===== config.mk =====
export PLATFORM = sky130hd
export DESIGN_NAME = mem_port_arbiter_flat
export DESIGN_NICKNAME = d
export VERILOG_FILES = /design/src/rtl/mem_port_arbiter_if.sv /design/src/rtl/mem_port_arbiter.sv /design/src/flat_wrapper.sv
export SDC_FILE = /design/constraint.sdc
export NUM_CORES = 1
export LEC_CHECK = 0
export BUFFER_PORTS_ARGS = -buffer_cell sky130_fd_sc_hd__buf_2
export CORE_AREA = 10 10 55 57
export DETAILED_ROUTE_END_ITERATION = 8
export DIE_AREA = 0 0 65 67
export GPL_TIMING_DRIVEN = 0
export HOLD_SLACK_MARGIN = 0.06
export PLACE_DENSITY = 0.8
export SETUP_SLACK_MARGIN = 0.5
export SYNTH_ARGS = -nofsm -noshare
export SYNTH_HDL_FRONTEND = slang
export SYNTH_SLANG_ARGS = --single-unit

===== constraint.sdc =====
create_clock -name clk -period 1.9 [get_ports clk]
set_input_delay 0.19 -clock clk [delete_from_list [all_inputs] [get_ports clk]]
set_output_delay 0.19 -clock clk [all_outputs]
set_load 0.03 [all_outputs]

===== src/rtl/mem_port_arbiter_if.sv =====
// Shared memory port bundle between the requester side and the port arbiter.
// master = arbiter view, slave = requester/memory view.
interface mem_port_arbiter_if;
  logic [2:0] req;
  logic       mem_ready;
  logic [2:0] grant;
  logic [1:0] sel;
  logic       mem_valid;
  logic [2:0] done;
  logic       err;
  logic       busy;

  modport master (
    input  req, mem_ready,
    output grant, sel, mem_valid, done, err, busy
  );

  modport slave (
    output req, mem_ready,
    input  grant, sel, mem_valid, done, err, busy
  );
endinterface


===== src/rtl/mem_port_arbiter.sv =====
// Round-robin arbiter/sequencer for the single shared memory port (3 requesters).
// Holds a grant until mem_ready, pulses done (and err on timeout) to the winner.
module mem_port_arbiter #(
  parameter int unsigned CNT_W   = 8,
  parameter int unsigned TIMEOUT = 255
) (
  input  logic                   clk,
  input  logic                   rst,
  mem_port_arbiter_if.master     bus
);

  localparam logic [CNT_W-1:0] CNT_LAST = CNT_W'((TIMEOUT == 32'd0) ? 32'd0 : TIMEOUT - 32'd1);

  typedef enum logic {S_IDLE, S_BUSY} state_t;

  state_t           state_q, state_d;
  logic [1:0]       ptr_q, ptr_d;
  logic [CNT_W-1:0] cnt_q, cnt_d;
  logic [2:0]       grant_q, grant_d;
  logic [1:0]       sel_q, sel_d;
  logic             valid_q, valid_d;
  logic [2:0]       done_q, done_d;
  logic             err_q, err_d;
  logic             busy_q, busy_d;
  logic [1:0]       win;
  logic             timeout_hit;
  logic             finish;

  // First requester at or after ptr, wrapping mod 3
  always_comb begin
    win = 2'd0;
    case (ptr_q)
      2'd1:    win = bus.req[1] ? 2'd1 : (bus.req[2] ? 2'd2 : 2'd0);
      2'd2:    win = bus.req[2] ? 2'd2 : (bus.req[0] ? 2'd0 : 2'd1);
      default: win = bus.req[0] ? 2'd0 : (bus.req[1] ? 2'd1 : 2'd2);
    endcase
  end

  // mem_ready takes precedence over a coincident timeout
  assign timeout_hit = (TIMEOUT != 32'd0) && (state_q == S_BUSY) &&
                       !bus.mem_ready && (cnt_q == CNT_LAST);
  assign finish      = (state_q == S_BUSY) && (bus.mem_ready || timeout_hit);

  always_ff @(posedge clk) begin
    if (rst) begin
      state_q <= S_IDLE;
      ptr_q   <= 2'd0;
      cnt_q   <= '0;
      grant_q <= 3'b000;
      sel_q   <= 2'd0;
      valid_q <= 1'b0;
      done_q  <= 3'b000;
      err_q   <= 1'b0;
      busy_q  <= 1'b0;
    end else begin
      state_q <= state_d;
      ptr_q   <= ptr_d;
      cnt_q   <= cnt_d;
      grant_q <= grant_d;
      sel_q   <= sel_d;
      valid_q <= valid_d;
      done_q  <= done_d;
      err_q   <= err_d;
      busy_q  <= busy_d;
    end
  end

  always_comb begin
    state_d = state_q;
    case (state_q)
      S_IDLE:  if (bus.req != 3'b000) state_d = S_BUSY;
      S_BUSY:  if (finish)            state_d = S_IDLE;
      default: state_d = S_IDLE;
    endcase
  end

  // sel holds its last granted value while idle to keep the mux stable
  always_comb begin
    ptr_d   = ptr_q;
    cnt_d   = cnt_q;
    grant_d = 3'b000;
    sel_d   = sel_q;
    valid_d = 1'b0;
    done_d  = 3'b000;
    err_d   = 1'b0;
    busy_d  = 1'b0;
    case (state_q)
      S_IDLE: begin
        if (bus.req != 3'b000) begin
          grant_d = 3'b001 << win;
          sel_d   = win;
          valid_d = 1'b1;
          busy_d  = 1'b1;
          cnt_d   = '0;
        end
      end
      S_BUSY: begin
        if (finish) begin
          done_d = grant_q;
          err_d  = timeout_hit;
          ptr_d  = (sel_q == 2'd2) ? 2'd0 : sel_q + 2'd1;
        end else begin
          grant_d = grant_q;
          valid_d = 1'b1;
          busy_d  = 1'b1;
          cnt_d   = cnt_q + CNT_W'(1);
        end
      end
      default: ;
    endcase
  end

  assign bus.grant     = grant_q;
  assign bus.sel       = sel_q;
  assign bus.mem_valid = valid_q;
  assign bus.done      = done_q;
  assign bus.err       = err_q;
  assign bus.busy      = busy_q;

endmodule

===== src/flat_wrapper.sv =====
// flat-port wrapper written by rule: the top's interface ports become plain ports
module mem_port_arbiter_flat 
#(
  parameter int unsigned CNT_W   = 8,
  parameter int unsigned TIMEOUT = 255
)
  (clk, rst, bus_req, bus_mem_ready, bus_grant, bus_sel, bus_mem_valid, bus_done, bus_err, bus_busy);
  mem_port_arbiter_if bus_i ();
  input  logic clk;
  input  logic rst;
  input wire logic [$bits(bus_i.req)-1:0] bus_req;
  input wire logic [$bits(bus_i.mem_ready)-1:0] bus_mem_ready;
  output wire logic [$bits(bus_i.grant)-1:0] bus_grant;
  output wire logic [$bits(bus_i.sel)-1:0] bus_sel;
  output wire logic [$bits(bus_i.mem_valid)-1:0] bus_mem_valid;
  output wire logic [$bits(bus_i.done)-1:0] bus_done;
  output wire logic [$bits(bus_i.err)-1:0] bus_err;
  output wire logic [$bits(bus_i.busy)-1:0] bus_busy;
  assign bus_i.req = bus_req;
  assign bus_i.mem_ready = bus_mem_ready;
  assign bus_grant = bus_i.grant;
  assign bus_sel = bus_i.sel;
  assign bus_mem_valid = bus_i.mem_valid;
  assign bus_done = bus_i.done;
  assign bus_err = bus_i.err;
  assign bus_busy = bus_i.busy;
  mem_port_arbiter #(.CNT_W(CNT_W), .TIMEOUT(TIMEOUT)) u_core (.clk(clk), .rst(rst), .bus(bus_i));
endmodule

==> results of run 1 <==
power breakdown:
group	internal (mW)	switching, mW	total, mW
Clock	0.117	0.141	0.258
Sequential	0.434	0.0178	0.452
Combinational	0.0900	0.122	0.212
Total	0.641	0.280	0.922
worst reg2reg max path: stages, from the launching register on:
cell and delay, ns:
dfxtp_2 0.35, inv_2 0.08, ha_4 0.13, or3b_1 0.35
a22o_1 0.23, buf_4 0.15, nand2_2 0.09, o211a_1 0.19
layout make-up:
type | instances | area share
multi-input combinational | 83 | 0.475
sequential | 20 | 0.286
timing repair buffer | 33 | 0.155
clock buffer | 4 | 0.0249
tap | 27 | 0.0231
buffer | 5 | 0.0206
inverter | 6 | 0.0154
cells in the final DEF, fill, tap and decap left out, drive strengths merged, types with 2 or more instances in the layout:
| cell | count |
|---|---|
| nor3b | 4 |
| nand2 | 7 |
| o21ai | 5 |
| a31oi | 2 |
| nor2 | 6 |
| o211ai | 2 |
| ha | 4 |
| nand3 | 10 |
| buf | 35 |
| o2111ai | 2 |
| or2 | 2 |
| o41ai | 2 |
| inv | 6 |
| or3 | 2 |
| a21oi | 8 |
| dfxtp | 20 |
| nand2b | 5 |
| nor3 | 3 |
| clkbuf | 7 |
| a21o | 2 |
| or2b | 2 |
routing by layer:
layer / global-route usage / vias up / wire length (µm)
li1: - / 485 / -
met1: 0.126 / 501 / 1200
met2: 0.234 / 38 / 1690
met3: 0.0401 / 13 / 171
met4: 0.0963 / 0 / 115
met5: 0 / - / 0
registers in the layout (all words and copies together) (netlist names):
register / flops
u_core.bus.sel: 2
u_core.bus.done: 3
u_core.bus.grant: 3
u_core.bus.err: 1
u_core.ptr_q: 2
u_core.bus.busy: 1
u_core.cnt_q: 8
worst max path at each step:
stage               slack (ns)                          endpoint                          from
finish                    0.29    u_core.bus.sel[0]$_SDFFE_PP0P_  u_core.ptr_q[0]$_SDFFE_PP0P_
global route              0.24    u_core.bus.sel[0]$_SDFFE_PP0P_  u_core.ptr_q[0]$_SDFFE_PP0P_
CTS                       0.38  u_core.bus.grant[1]$_SDFFE_PP0P_  u_core.ptr_q[0]$_SDFFE_PP0P_
detailed placement        0.29      u_core.cnt_q[5]$_SDFFE_PP0P_  u_core.cnt_q[1]$_SDFFE_PP0P_
global placement          0.33      u_core.cnt_q[5]$_SDFFE_PP0P_  u_core.cnt_q[1]$_SDFFE_PP0P_
floorplan                 0.44  u_core.bus.grant[1]$_SDFFE_PP0P_  u_core.ptr_q[0]$_SDFFE_PP0P_
per-stage QoR:
| step | area (µm²) | instances |
|---|---|---|
| floorplan | 1020 | 114 |
| global placement | 1130 | 157 |
| detailed placement | 1130 | 157 |
| CTS | 1310 | 171 |
| global route | 1460 | 178 |
| finish | 1460 | 178 |
Yosys cell counts (3+ instances only):
library cell	count	area, µm²
a21oi_1	8	40.0
nand3_1	10	50.1
nand2b_1	5	31.3
nand2_1	7	26.3
ha_1	4	50.1
dfxtp_1	20	400
nor2_1	6	22.5
nor3_1	3	15.0
nor3b_1	4	30.0
inv_1	6	22.5
o21ai_0	3	15.0
clkbuf_1	3	11.3
repair_timing:
action,in CTS,in global routing
setup buffers,9,7
gates cloned,1,0
gates resized for setup,19,23
pin swaps,4,11
endpoints found under the setup margin,14,19
logic make-up after synthesis:
| kind of cell | synth area share |
|---|---|
| DFF | 0.400 |
| xor gates and xnor gates | 0.00876 |
| adders and majority gates | 0.0501 |
| muxes | 0.0213 |
| buffers and inverters | 0.0488 |
| AOI/OAI and AO/OA | 0.205 |
| and+or+nand+nor | 0.265 |
==> flow_metrics.py, run 1 <==
metrics = {
    "clock_network": {
        "cts_buffers": 3,
        "root_buffer": "clkbuf_4",
        "clk_latency_ns": 0.31,
        "clock_sinks": 20,
        "cts.clk_slew.worst_paths_ns": 0.12,
        "max-clock-path-buffers": 2,
        "h-tree-depth": 1,
        "postCtsHoldBufs": 0,
        "cts_tree": "built",
    },
    "logic_synthesis": {
        "synth_cell_types": 38,
        "ys_ff_latch": 20,
        "syn-mean-instance-area_um2": 8.77,
        "synthArstFlopShare": 0,
        "yosys_warnings": 0,
        "ys.flop_type": "dfxtp_1",
        "synth-edff-count": 0,
        "seq_area_frac_synth": 0.401,
        "syn_inst": 114,
        "syn_area_um2": 1000,
        "syn-num-nets": 124,
    },
    "cells_and_area": {
        "fin_util": 0.752,
        "drive_gt1_frac": 0.497,
        "seqCellArea_um2": 418,
        "area_growth_pct": 46.1,
        "multi_input_area_um2": 693,
        "antenna_cells": 0,
        "nFillCells": 138,
        "nets": 162,
    },
    "worst_setup_path": {
        "arrival_ns": 1.87,
        "critPathBufInv": 2,
        "rrSetupSlack_ns": 0.29,
        "cp_slowest_cell": "dfxtp_2",
        "crit_family": "simple AND/OR/NAND/NOR gates",
        "max_stage_delay_ns": 0.35,
        "path_max_fanout": 3,
        "path_depth": 7,
        "critPathLaunchType": "flop",
        "path_cells": "inv_2 > ha_4 > or3b_1 > a22o_1 > buf_4 > nand2_2 > o211a_1",
        "worstPathRequired_ns": 2.16,
        "r2r_end": "u_core.bus.sel[0]$_SDFFE_PP0P_",
        "worst_r2r_startpoint": "u_core.ptr_q[0]$_SDFFE_PP0P_",
        "end_kind": "flop",
        "ff2ff_path_depth": 7,
        "criticalPathCategory": "reg -> reg",
    },
    "run": {
        "maxCapViolCount": 0,
    },
    "place": {
        "gp_congestion": 0.858,
        "portBuffers": 16,
        "hpwl_mm": 1.70,
        "dp_slack_ns": 0.285,
    },
    "outcome": {
        "status": "complete, no violations",
    },
    "detailed_routing": {
        "ant_nets": 0,
        "route.detailed.drc": 0,
        "drt-total-wl_mm": 3.17,
        "drt-initial-drc-count": 23,
        "via_per_inst": 5.83,
        "dr.pass1.iters": 4,
        "wl_per_cell_um": 17.8,
        "vias": 1037,
    },
    "global_routing": {
        "antenna_found_initial": 0,
        "overflow": 0,
        "grt_util_all_layers": 0.131,
        "grt_max_degree": 12,
        "grt_pass1_vias": 1019,
        "grt_first_pass_wirelength_mm": 4.45,
    },
    "timing": {
        "setup_viol": 0,
        "rsz0062_at_grt": "true",
        "clock-skew-final_ns": 0.00237,
        "setup_ws_ns": 0.288,
        "slew_headroom": 0.634,
        "hold_viol": 0,
        "worst_pin_slew_ns": 0.548,
        "timing.hold.ws_ns": 0.219,
        "tns_ns": 0,
        "slew_viol_final": 0,
        "fmax_mhz": 620,
        "fin_crit_sh": 0.849,
        "period_minus_slack_ns": 1.61,
    },
    "floorplan": {
        "die_area_mm2": 0.00436,
        "ioPinCount": 17,
        "initial_core_util": 0.515,
        "core-area_mm2": 0.00194,
        "dieHeight_um": 67,
        "rows": 16,
        "die_w_um": 65,
    },
    "pwr": {
        "power_density_mw_per_mm2": 631,
        "finalPower_mw": 0.922,
        "irDropWorstVdd_mv": 0.516,
        "leakagePower_nw": 0.588,
    },
    "min_path": {
        "hp-start": "bus_mem_ready",
        "hold_depth": 3,
        "hold_class": "in -> reg",
        "holdPathEnd": "u_core.bus.err$_SDFF_PP0_",
    },
}
(Power assumes the default switching activity.)
==> inputs of run 2 (changes only) <==
--- a/config.mk
+++ b/config.mk
@@ -5,13 +5,14 @@
 export SDC_FILE = /design/constraint.sdc
 export NUM_CORES = 1
 export LEC_CHECK = 0
+export ABC_AREA = 1
 export BUFFER_PORTS_ARGS = -buffer_cell sky130_fd_sc_hd__buf_2
-export CORE_AREA = 10 10 55 57
+export CORE_AREA = 10 10 58 60
 export DETAILED_ROUTE_END_ITERATION = 8
-export DIE_AREA = 0 0 65 67
+export DIE_AREA = 0 0 68 70
 export GPL_TIMING_DRIVEN = 0
 export HOLD_SLACK_MARGIN = 0.06
-export PLACE_DENSITY = 0.8
+export PLACE_DENSITY = 0.76
 export SETUP_SLACK_MARGIN = 0.5
 export SYNTH_ARGS = -nofsm -noshare
 export SYNTH_HDL_FRONTEND = slang
==> constraint.sdc (replaced) <==
create_clock -name clk -period 1.3 [get_ports clk]
set_input_delay 0.13 -clock clk [delete_from_list [all_inputs] [get_ports clk]]
set_output_delay 0.13 -clock clk [all_outputs]
set_load 0.03 [all_outputs]
==> flow_metrics.py, run 2 <==
metrics = {
    "run": {
        "maxCapViolCount": 0,
    },
    "logic_synthesis": {
        "syn-num-nets": 160,
        "synthTopCellsByCount": "nand2_1 (33), inv_1 (23), nor2_1 (22)",
        "synth_top_family_by_area": "simple AND/OR/NAND/NOR gates",
        "seq_area_frac_synth": 0.391,
        "ys_ff_latch": 20,
        "yosysMostFrequentCell": "nand2_1",
        "syn_area_mm2": 0.00102,
        "synthArstFlopShare": 0,
        "synthAdderAreaFrac": 0.0489,
        "yosysTopAreaCell": "dfxtp_1",
        "synth_cell_types": 17,
        "syn-mean-instance-area_um2": 6.82,
        "synth_top_area_share": 0.391,
        "syn_inst": 150,
        "ys.flop_type": "dfxtp_1",
        "synth_compound_area_frac": 0.128,
        "synthTopCellsByArea": "dfxtp_1 (39%), nand2_1 (12%), inv_1 (8.4%), nor2_1 (8.1%), a21oi_1 (7.8%)",
        "synth-edff-count": 0,
        "synth-simple-area-share": 0.315,
        "synth_mux_area_frac": 0,
        "synth-xor-area-share": 0.0171,
        "yosys_warnings": 0,
    },
    "pwr": {
        "p_seq_frac": 0.454,
        "p_int_mw": 1.01,
        "power_density_mw_per_mm2": 897,
        "leakagePower_nw": 0.689,
        "clkPwrFrac": 0.313,
        "irDropWorstVdd_mv": 0.727,
        "switching_share": 0.294,
        "p_comb_frac": 0.233,
        "power.switching_mw": 0.420,
        "finalPower_mw": 1.43,
    },
    "timing": {
        "clock-skew-final_ns": 0.00354,
        "fin_crit_sh": 1.05,
        "worst_pin_slew_ns": 0.498,
        "hold_viol": 0,
        "setup_ws_ns": -0.0677,
        "tns_ns": -0.372,
        "slew_headroom": 0.668,
        "fmax_mhz": 731,
        "rsz0062_at_grt": "true",
        "period_minus_slack_ns": 1.37,
        "setup_viol": 13,
        "slew_viol_final": 0,
    },
    "min_path": {
        "hp-start": "rst",
        "holdPathEnd": "u_core.cnt_q[6]$_SDFFE_PP0P_",
        "hold_class": "in -> reg",
        "hold_depth": 2,
    },
    "clock_network": {
        "h-tree-depth": 1,
        "cts.clk_slew.worst_paths_ns": 0.12,
        "cts_tree": "built",
        "root_buffer": "clkbuf_4",
        "clk_latency_ns": 0.31,
        "clock_sinks": 20,
        "max-clock-path-buffers": 2,
        "cts_buffers": 3,
        "postCtsHoldBufs": 1,
    },
    "worst_setup_path": {
        "path_cells": "inv_4 > ha_4 > nand2_4 > nor2_4 > a21boi_4 > buf_4 > nand3_1 > a21oi_1",
        "rrSetupSlack_ns": -0.07,
        "worst_r2r_startpoint": "u_core.cnt_q[0]$_SDFFE_PP0P_",
        "ff2ff_path_depth": 8,
        "end_kind": "flop",
        "r2r_end": "u_core.cnt_q[4]$_SDFFE_PP0P_",
        "path_max_fanout": 6,
        "worstPathRequired_ns": 1.55,
        "max_stage_delay_ns": 0.38,
        "critPathBufInv": 2,
        "crit_family": "compound AO/OA/AOI/OAI gates",
        "cp_slowest_cell": "dfxtp_4",
        "criticalPathCategory": "reg -> reg",
        "critPathLaunchType": "flop",
        "arrival_ns": 1.61,
    },
    "cells_and_area": {
        "largest_register": "u_core.cnt_q",
        "fin_util": 0.679,
        "drive_gt1_frac": 0.476,
        "largest_reg_flops": 8,
        "design_area_mm2": 0.00159,
        "mostFrequentLayoutCell": "nand2_1",
        "antenna_cells": 0,
        "layout_common_cells": "nand2_1 (28), inv_1 (20), buf_4 (17), nor2_1 (16)",
        "area_growth_pct": 55.5,
        "fin_cells": 219,
        "nets": 200,
    },
    "detailed_routing": {
        "ant_nets": 0,
        "via_per_inst": 5.09,
        "route.detailed.drc": 0,
        "dr.pass1.iters": 4,
        "vias": 1114,
        "drt-initial-drc-count": 65,
        "wl_per_cell_um": 13.5,
        "drt-total-wl_mm": 2.95,
    },
    "place": {
        "dpl-instance-area_mm2": 0.00121,
        "gp_congestion": 0.943,
        "hpwl_mm": 1.88,
        "portBuffers": 16,
        "dp_cells": 196,
    },
    "outcome": {
        "violations": "setup timing",
        "status": "finished with violations",
    },
    "global_routing": {
        "antenna_found_initial": 0,
        "grt_max_degree": 13,
        "grt_first_pass_wirelength_mm": 4.93,
        "grt_pass1_vias": 1104,
        "overflow": 0,
        "grt_util_all_layers": 0.126,
    },
    "floorplan": {
        "initial_core_util": 0.437,
        "ioPinCount": 17,
        "core-area_mm2": 0.00234,
        "die_area_mm2": 0.00476,
        "dieHeight_um": 70,
        "die_w_um": 68,
        "rows": 18,
    },
}
run 2: cell count changes after synthesis, moves of 3 or more:
| cell | delta |
|---|---|
| nand2_1 | +26 |
| nor3_1 | -3 |
| a21oi_1 | +8 |
| nor3b_1 | -4 |
| nand2b_1 | -5 |
| nor2_1 | +16 |
| nand3_1 | +5 |
| inv_1 | +17 |
run 2: worst max path at each step:
stage                            startpoint  cells after the start                      endpoint
2_1_floorplan  u_core.cnt_q[0]$_SDFFE_PP0P_                      9  u_core.cnt_q[5]$_SDFFE_PP0P_
3_3_place_gp   u_core.cnt_q[1]$_SDFFE_PP0P_                      8  u_core.cnt_q[2]$_SDFFE_PP0P_
3_5_place_dp   u_core.cnt_q[1]$_SDFFE_PP0P_                      8  u_core.cnt_q[5]$_SDFFE_PP0P_
4_1_cts        u_core.cnt_q[0]$_SDFFE_PP0P_                      9  u_core.cnt_q[5]$_SDFFE_PP0P_
5_1_grt        u_core.cnt_q[0]$_SDFFE_PP0P_                      8  u_core.cnt_q[4]$_SDFFE_PP0P_
6_report       u_core.cnt_q[0]$_SDFFE_PP0P_                      8  u_core.cnt_q[4]$_SDFFE_PP0P_
run 2: cells by family (layout without fill, tap and decap cells):
kind of cell    after synthesis  in the layout
simple gates                 75             75
buf+inv                      26             65
compound gates               23             23
flops                        20             20
fa+ha+maj                     4              4
xor+xnor                      2              2
run 2: worst register-to-register path, cell delays in order, from the launching register on:
cell	delay [ns]
dfxtp_4	0.38
inv_4	0.03
ha_4	0.15
nand2_4	0.07
nor2_4	0.04
a21boi_4	0.25
buf_4	0.16
nand3_1	0.07
a21oi_1	0.15
run 2: what timing repair did:
item                       CTS  global route
setup endpoints to repair   31            31
buffers inserted             8            10
pin swaps                   10             7
hold endpoints to repair     1             1
resized for setup           38            26
run 2: power groups by stage:
stage               Combinational, mW  Sequential, mW  Clock, mW
finish                          0.333           0.648      0.447
global route                    0.363           0.650      0.484
CTS                             0.263           0.652      0.446
detailed placement              0.211           0.671          0
global placement                0.205           0.670          0
floorplan                       0.125           0.695          0
run 2: layout make-up:
type / count / area [µm²]
fillers: 194 / 751
multi-input cells: 104 / 667
flip-flops and latches: 20 / 434
repair buffers: 35 / 298
inverters: 24 / 92.6
clock buffers: 4 / 47.5
well taps: 30 / 37.5
plain buffers: 2 / 15.0
run 2: through the flow:
stage | hold WS [ns] | setup WS (ns)
after CTS | 0.0617 | -0.0268
after detailed placement | 0.389 | -0.126
after floorplan | 0.192 | 0.0312
final | 0.0685 | -0.0677
after global placement | 0.391 | -0.117
after global routing | 0.0546 | -0.148
run 2: per-layer routing:
layer  GRT usage  share of wire  up-vias
li1            -              -      553
met4      0.0515          0.042        0
met2       0.216           0.52       38
met1       0.146           0.40      510
met5           0              0        -
met3      0.0223          0.041       13
==> inputs of run 3 (changes only) <==
--- a/config.mk
+++ b/config.mk
@@ -7,12 +7,12 @@
 export LEC_CHECK = 0
 export ABC_AREA = 1
 export BUFFER_PORTS_ARGS = -buffer_cell sky130_fd_sc_hd__buf_2
-export CORE_AREA = 10 10 58 60
+export CORE_AREA = 10 10 66 68
 export DETAILED_ROUTE_END_ITERATION = 8
-export DIE_AREA = 0 0 68 70
+export DIE_AREA = 0 0 76 78
 export GPL_TIMING_DRIVEN = 0
 export HOLD_SLACK_MARGIN = 0.06
-export PLACE_DENSITY = 0.76
+export PLACE_DENSITY = 0.61
 export SETUP_SLACK_MARGIN = 0.5
 export SYNTH_ARGS = -nofsm -noshare
 export SYNTH_HDL_FRONTEND = slang
==> flow_metrics.py, run 3 (synthesis gave the netlist of run 2 again) <==
metrics = {
    "outcome": {
        "status": "finished with violations",
        "violations": "setup timing",
    },
    "place": {
        "gp_congestion": 0.799,
        "hpwl_mm": 1.89,
        "dp_cells": 212,
        "portBuffers": 16,
        "dp_slack_ns": -0.129,
        "dpl-instance-area_mm2": 0.00123,
    },
    "timing": {
        "tns_ns": -0.109,
        "setup_ws_ns": -0.0422,
        "timing.hold.ws_ns": 0.104,
        "setup_viol": 6,
        "fmax_mhz": 745,
        "period_minus_slack_ns": 1.34,
        "slew_headroom": 0.681,
        "slew_viol_final": 0,
        "clock-skew-final_ns": 0.00697,
        "fin_crit_sh": 1.03,
        "worst_pin_slew_ns": 0.478,
        "rsz0062_at_grt": "true",
        "hold_viol": 0,
    },
    "cells_and_area": {
        "area_growth_pct": 55.6,
        "mostFrequentLayoutCell": "nand2_1",
        "largest_reg_flops": 8,
        "nets": 197,
        "design_area_mm2": 0.00159,
        "nFillCells": 298,
        "drive_gt1_frac": 0.473,
        "fin_util": 0.501,
        "largest_register": "u_core.cnt_q",
        "antenna_cells": 0,
        "fin_cells": 232,
        "layout_common_cells": "nand2_1 (24), inv_1 (20), nor2_1 (18), buf_6 (16)",
    },
    "worst_setup_path": {
        "critPathLaunchType": "flop",
        "end_kind": "flop",
        "criticalPathCategory": "reg -> reg",
        "path_cells": "inv_2 > ha_4 > nand2_4 > inv_1 > nand2_1 > o21ai_2 > buf_4 > or2_4 > a21oi_1",
        "worstPathRequired_ns": 1.55,
        "arrival_ns": 1.59,
        "r2r_end": "u_core.cnt_q[1]$_SDFFE_PP0P_",
        "ff2ff_path_depth": 9,
        "worstSetupStartpoint": "u_core.cnt_q[0]$_SDFFE_PP0P_",
        "path_max_fanout": 2,
        "rrSetupSlack_ns": -0.04,
        "max_stage_delay_ns": 0.37,
        "worst_r2r_startpoint": "u_core.cnt_q[0]$_SDFFE_PP0P_",
        "cp_slowest_cell": "dfxtp_4",
        "endpoint": "u_core.cnt_q[1]$_SDFFE_PP0P_",
    },
    "min_path": {
        "hold_class": "in -> reg",
    },
    "detailed_routing": {
        "via_per_inst": 4.43,
        "top_layer": "met4",
        "vias": 1027,
        "ant_nets": 0,
        "wl_met3_um": 121,
        "drt-met1-wl_mm": 1.16,
        "drt-initial-drc-count": 26,
        "drt-total-wl_mm": 2.68,
        "route.detailed.drc": 0,
        "wl_per_cell_um": 11.5,
        "dr.pass1.iters": 4,
        "wl_met2_mm": 1.36,
    },
    "floorplan": {
        "ioPinCount": 17,
        "core-area_mm2": 0.00318,
        "initial_core_util": 0.322,
        "rows": 21,
        "die_area_mm2": 0.00593,
        "dieHeight_um": 78,
        "die_w_um": 76,
    },
    "pwr": {
        "p_seq_frac": 0.481,
        "finalPower_mw": 1.36,
        "power.switching_mw": 0.404,
        "power_density_mw_per_mm2": 851,
        "clkPwrFrac": 0.275,
        "switching_share": 0.298,
        "irDropWorstVdd_mv": 0.365,
        "p_comb_frac": 0.244,
        "p_int_mw": 0.951,
        "leakagePower_nw": 0.665,
    },
    "global_routing": {
        "overflow": 0,
        "grt_util_all_layers": 0.0914,
        "grt_max_degree": 12,
        "antenna_found_initial": 0,
        "grt_pass1_vias": 1042,
        "grt_first_pass_wirelength_mm": 4.47,
    },
    "clock_network": {
        "clock_sinks": 20,
        "h-tree-depth": 1,
        "cts_tree": "built",
        "root_buffer": "clkbuf_4",
        "cts_buffers": 3,
        "cts.clk_slew.worst_paths_ns": 0.12,
        "clk_latency_ns": 0.31,
        "max-clock-path-buffers": 2,
    },
    "run": {
        "maxCapViolCount": 0,
    },
}
run 3: cell count changes in the layout (fill, tap and decap cells not counted), moves of 2 or more:
| cell | before | now |
|---|---|---|
| a21oi_1 | 11 | 13 |
| nand2_1 | 28 | 24 |
| nor2_1 | 16 | 18 |
| nand2_2 | 2 | 7 |
| buf_6 | 13 | 16 |
| buf_4 | 17 | 10 |
| a21oi_2 | 4 | 2 |
run 3: timing repair:
| item | CTS | global route |
|---|---|---|
| hold buffers | 2 | 0 |
| gates cloned | 0 | 0 |
| gates resized for setup | 53 | 14 |
| endpoints found under the setup margin | 31 | 31 |
| buffers inserted | 9 | 5 |
| pin swaps | 17 | 5 |
| endpoints found under the hold margin | 2 | 0 |
run 3: layout make-up:
type                       count  area (µm²)  area share
buffer                         2        15.0     0.00943
timing repair buffer          32         289       0.181
inverter                      24        90.1      0.0566
multi-input combinational    104         673       0.423
clock buffer                   4        36.3      0.0228
sequential                    20         432       0.271
tap                           46        57.6      0.0361
run 3: metal layers:
metal / track usage / vias up
met3: 0.0288 / 5
met2: 0.168 / 14
met1: 0.0927 / 468
met4: 0.0398 / 0
met5: 0 / -
li1: - / 540
run 3: power by group through the flow:
stage          Combinational [mW]  Sequential (mW)  Clock, mW
6_report                    0.331            0.651      0.373
5_1_grt                     0.360            0.654      0.393
4_1_cts                     0.295            0.651      0.366
3_5_place_dp                0.210            0.672          0
3_3_place_gp                0.204            0.671          0
2_1_floorplan               0.125            0.695          0
run 3: worst max-delay path, delay by kind of cell, from the launching register on:
family	cells	cell delay, ns
compound gates	2	0.20
fa+ha+maj	1	0.15
buf+inv	3	0.21
flops	1	0.37
simple gates	3	0.35
run 3: worst min path at each step:
stage          startpoint                        endpoint  slack (ns)  cells after the start
4_1_cts               rst  u_core.bus.sel[0]$_SDFFE_PP0P_        0.13                      4
5_1_grt               rst  u_core.bus.sel[0]$_SDFFE_PP0P_        0.13                      4
3_5_place_dp          rst    u_core.ptr_q[0]$_SDFFE_PP0P_        0.37                      2
3_3_place_gp          rst    u_core.ptr_q[0]$_SDFFE_PP0P_        0.38                      2
6_report              rst  u_core.bus.sel[0]$_SDFFE_PP0P_        0.10                      4
2_1_floorplan         rst    u_core.ptr_q[0]$_SDFFE_PP0P_        0.19                      1
